--- config.mk ---
export PLATFORM = sky130hd
export DESIGN_NAME = mem_wb_pipe
export DESIGN_NICKNAME = d
export VERILOG_FILES = /design/src/rtl/mem_wb_pipe.sv
export SDC_FILE = /design/constraint.sdc
export NUM_CORES = 1
export LEC_CHECK = 0
export ABC_AREA = 1
export CAP_MARGIN = 20
export CORE_MARGIN = 1
export CORE_UTILIZATION = 40
export DETAILED_ROUTE_END_ITERATION = 8
export HOLD_SLACK_MARGIN = 0.15
export PLACE_DENSITY = 0.79
export SYNTH_ARGS = -nofsm -noshare
export SYNTH_HDL_FRONTEND = slang
export SYNTH_SLANG_ARGS = --single-unit
--- constraint.sdc ---
create_clock -name clk -period 4.6 [get_ports clk]
set_clock_uncertainty 0.1 [all_clocks]
set_input_delay 0.92 -clock clk [delete_from_list [all_inputs] [get_ports clk]]
set_output_delay 0.92 -clock clk [all_outputs]
set_load 0.02 [all_outputs]
--- src/rtl/mem_wb_pipe.sv ---
// MEM->WB pipeline stage of configurable depth with valid tracking, stall/flush,
// forwarding lookup across all in-flight entries and a register-write commit counter.
module mem_wb_pipe #(
  parameter int unsigned DATA_W = 32,
  parameter int unsigned REG_W  = 5,
  parameter int unsigned STAGES = 1,
  parameter int unsigned CNT_W  = 32
) (
  input  logic              clk,
  input  logic              rst,
  input  logic              stall,
  input  logic              flush,
  input  logic              in_valid,
  input  logic [1:0]        WB_ctl_in,
  input  logic [DATA_W-1:0] RD_in,
  input  logic [DATA_W-1:0] ALU_result_in,
  input  logic [REG_W-1:0]  regdst_in,
  input  logic [REG_W-1:0]  fwd_addr_a,
  input  logic [REG_W-1:0]  fwd_addr_b,
  output logic              valid_out,
  output logic              RegWrite,
  output logic              MEMtoReg,
  output logic [DATA_W-1:0] RD_out,
  output logic [DATA_W-1:0] ALU_result_out,
  output logic [REG_W-1:0]  regdst_out,
  output logic [DATA_W-1:0] wb_data,
  output logic              fwd_hit_a,
  output logic              fwd_hit_b,
  output logic [DATA_W-1:0] fwd_data_a,
  output logic [DATA_W-1:0] fwd_data_b,
  output logic [CNT_W-1:0]  commit_count
);

  if (STAGES < 1 || STAGES > 4) begin : g_bad_stages
    $error("mem_wb_pipe: STAGES must be in 1..4");
  end

  logic [STAGES-1:0] valid_q;
  logic [STAGES-1:0] rw_q;
  logic [STAGES-1:0] m2r_q;
  logic [DATA_W-1:0] rd_q  [STAGES];
  logic [DATA_W-1:0] alu_q [STAGES];
  logic [REG_W-1:0]  dst_q [STAGES];
  logic [CNT_W-1:0]  cnt_q;

  always_ff @(posedge clk) begin
    if (rst || flush) begin
      valid_q <= '0;
      rw_q    <= '0;
      m2r_q   <= '0;
      for (int k = 0; k < int'(STAGES); k++) begin
        rd_q[k]  <= '0;
        alu_q[k] <= '0;
        dst_q[k] <= '0;
      end
      if (rst) begin
        cnt_q <= '0;
      end
    end else if (!stall) begin
      // The entry leaving the last stage on this edge is the one that commits.
      if (valid_q[STAGES-1] && rw_q[STAGES-1]) begin
        cnt_q <= cnt_q + CNT_W'(1);
      end
      valid_q[0] <= in_valid;
      rw_q[0]    <= in_valid & WB_ctl_in[1];
      m2r_q[0]   <= in_valid & WB_ctl_in[0];
      rd_q[0]    <= RD_in;
      alu_q[0]   <= ALU_result_in;
      dst_q[0]   <= regdst_in;
      for (int k = 1; k < int'(STAGES); k++) begin
        valid_q[k] <= valid_q[k-1];
        rw_q[k]    <= rw_q[k-1];
        m2r_q[k]   <= m2r_q[k-1];
        rd_q[k]    <= rd_q[k-1];
        alu_q[k]   <= alu_q[k-1];
        dst_q[k]   <= dst_q[k-1];
      end
    end
  end

  assign valid_out      = valid_q[STAGES-1];
  assign RegWrite       = valid_q[STAGES-1] & rw_q[STAGES-1];
  assign MEMtoReg       = valid_q[STAGES-1] & m2r_q[STAGES-1];
  assign RD_out         = rd_q[STAGES-1];
  assign ALU_result_out = alu_q[STAGES-1];
  assign regdst_out     = dst_q[STAGES-1];
  assign wb_data        = MEMtoReg ? RD_out : ALU_result_out;
  assign commit_count   = cnt_q;

  // Scan oldest to youngest so the youngest matching stage overwrites older ones.
  always_comb begin
    fwd_hit_a  = 1'b0;
    fwd_hit_b  = 1'b0;
    fwd_data_a = '0;
    fwd_data_b = '0;
    for (int k = int'(STAGES) - 1; k >= 0; k--) begin
      if (valid_q[k] && rw_q[k] && (dst_q[k] == fwd_addr_a) && (fwd_addr_a != '0)) begin
        fwd_hit_a  = 1'b1;
        fwd_data_a = m2r_q[k] ? rd_q[k] : alu_q[k];
      end
      if (valid_q[k] && rw_q[k] && (dst_q[k] == fwd_addr_b) && (fwd_addr_b != '0)) begin
        fwd_hit_b  = 1'b1;
        fwd_data_b = m2r_q[k] ? rd_q[k] : alu_q[k];
      end
    end
  end

endmodule
==> results.cfg <==
[global_routing]
track_usage_pct = 25.3
grt_overflow = 0
antenna_found_initial = 0
grt_max_degree = 70
grt_first_pass_wirelength_mm = 28.8
grt_pass1_vias = 5398

[critical_path]
crit_slowest_cell = clkdlybuf4s50_1
crit_arrival_ns = 2.88
reg2reg_depth = 8
path_cells = clkdlybuf4s50_1 -> xnor2_1 -> nand2_1 -> nor2_1 -> nand3_1 -> buf_4 -> nor2_1 -> clkdlybuf4s50_1
cp-start-kind = input pin
r2r-start = commit_count[0]$_SDFFCE_PP0P_
end_kind = primary output
crit_required_ns = 3.58
cp-startpoint = fwd_addr_a[1]
r2r_end = commit_count[28]$_SDFFCE_PP0P_
crit_fanout = 33
reg2reg_slack_ns = 2.62
cp_slowest_stage_delay_ns = 0.65
crit_type = input pin to primary output

[detailed_routing]
drt-wirelength-per-cell_um = 16.1
vias_per_cell = 4.90
final_antenna_net_count = 0
drt_iter0_markers = 431
drc = 0
dr.pass1.iters = 6
drt_wl_total_mm = 20.0
vias = 6079

[synth]
ys_ff_latch = 104
synth.avg_cell_area_um2 = 7.65
yosysWarnings = 0
synthCells = 779
yosysUniqueCellTypes = 26
synth_compound_area_share_pct = 8.63
yosys.area.top_type_share_pct = 50.9
seq_area_frac_synth_pct = 51.9
synth-simple-area-share_pct = 27.2
synth_area_mm2 = 0.00596
synth_top_family_by_area = simple AND/OR/NAND/NOR gates
synthAdderAreaFrac_pct = 0.210
synth_area_leaders = edfxtp_1 (51%), nor2_1 (10%), nand2_1 (9.8%)
synth.area.mux_share_pct = 0
synth_fp_nets = 866
synth-xor-area-share_pct = 0.881
synth_top_area_cell = edfxtp_1

[floorplan]
coreArea_mm2 = 0.0145
row_count = 44
start_util_pct = 41.0
chipHeight_um = 124
die_w_um = 124
ios = 288
die-area_mm2 = 0.0154

[layout]
num-nets-final = 1140
final_layout_size_suffix_gt1_share_pct = 4.26
syn2layout_area_growth_pct = 56.3
fin_util_pct = 64.1
diodes = 0
fillCellCount = 1249

[timing]
finalSetupViolCount = 0
rsz0062_at_grt = no
fin_tns_setup_ns = 0
relSlewSlack_pct = 34.8
clock.fmax_mhz = 256
hold_violations = 0
tightest_slew_ns = 0.974
min_period_over_period_pct = 84.8
final_max_slew_viol_count = 0
fin_crit_ns = 3.90

[placed_design]
gp_congestion = 0.942
port_buffers = 287
dpl.hpwl_mm = 14.9

[clock_tree]
postCtsSetupBuffers = 0
cts.clk_slew.worst_paths_ns = 0.07
ctsHtreeMaxLevel = 3
clock-sinks = 104
post_cts_resized = 0
cts_tree = done
cts_hold_buf = 0
cts_buffer_depth = 2
clk_latency_ns = 0.35
numCtsBuffers = 9
clockRootBuffer = clkbuf_16

[worst_hold_path]
min_from = rw_q$_SDFFE_PP0N_
hold_path_end = rw_q$_SDFFE_PP0N_
hold_class = register to register
hold_depth = 2

[power]
power.density_mw_per_mm2 = 266
p_leak_nw = 3.63
ir_worst_vdd_v = 0.000221

[outcome]
outcome = finished, final reports clean

[flow_run]
cap_violations = 0
==> cells by family after synthesis <==
| family | after synthesis |
|---|---|
| xor+xnor | 6 |
| simple gates | 397 |
| fa+ha+maj | 1 |
| compound gates | 101 |
| flops | 104 |
| buf+inv | 170 |
==> routing by layer <==
layer / global-route usage (%) / share of wire [%] / wire [um] / vias to the layer above
met2: 41.3 / 49 / 9750 / 300
li1: - / - / - / 3000
met5: 0 / 0 / 0 / -
met1: 32.1 / 40 / 8010 / 2751
met3: 7.42 / 9.0 / 1790 / 28
met4: 7.96 / 2.3 / 457 / 0
==> flip-flops by register name, summed over array words and instances (netlist names) <==
name          count
alu_q            32
dst_q             5
rd_q             32
m2r_q             1
valid_out         1
commit_count     32
rw_q              1
==> power by group <==
group          leakage (nW)  switching, W  internal (W)
clock                 0.158      0.000337      0.000525
combinational          2.33      0.000253      0.000219
sequential             1.15     0.0000468       0.00110
==> cell usage in the layout, fill, tap and decap left out, drive strengths merged, types with 2 or more instances in the layout <==
master,n
clkdlybuf4s50,287
nor2,182
nand2,156
inv,138
edfxtp,101
o21ai,74
nor3,34
nand3,23
a21oi,23
clkbuf,10
buf,8
xnor2,4
bufinv,3
dfxtp,3
nand4,2
xor2,2
==> how the worst max path moves through the flow <==
stage	endpoint	slack, ns	cells after the start
6_report	fwd_data_a[11]	0.70	8
5_1_grt	fwd_data_b[30]	0.64	8
4_1_cts	fwd_data_a[11]	0.71	8
3_5_place_dp	fwd_data_a[11]	0.73	8
3_3_place_gp	fwd_data_b[27]	0.74	7
2_1_floorplan	commit_count[0]$_SDFFCE_PP0P_	0.65	1
==> stage by stage <==
stage	setup slack [ns]	area (um2)	cells	total power, W	hold slack (ns)
after global placement	0.740	9000	1226	0.00163	0.362
final	0.699	9320	1240	0.00248	0.394
after detailed placement	0.730	9000	1226	0.00163	0.370
after floorplan	0.651	5960	779	0.00137	0.350
after CTS	0.711	9320	1240	0.00249	0.391
after global routing	0.637	9320	1240	0.00257	0.450
==> synthesized netlist by cell type (all sizes together) <==
master  count
o21a        1
inv       138
o22ai       1
nand4       2
nor3       34
o31ai       1
buf        17
a21o        1
a21oi      23
ha          1
nand3      23
xnor2       4
dfxtp       3
nand2     156
clkbuf     15
o21ai      74
xor2        2
edfxtp    101
nor2      182
==> cell type report <==
type / count / area [um2] / area share (%)
timing repair buffer: 295 / 2930 / 31.5
multi-input combinational: 505 / 2220 / 23.8
clock buffer: 10 / 229 / 2.46
inverter: 138 / 518 / 5.56
clock inverter: 4 / 95.1 / 1.02
sequential: 104 / 3090 / 33.2
tap: 184 / 230 / 2.47
==> worst max-delay path, delay by kind of cell <==
family	cells	cell delay, ns
xor+xnor	1	0.13
simple gates	4	0.42
buf+inv	3	1.40
(Power assumes the default switching activity.)
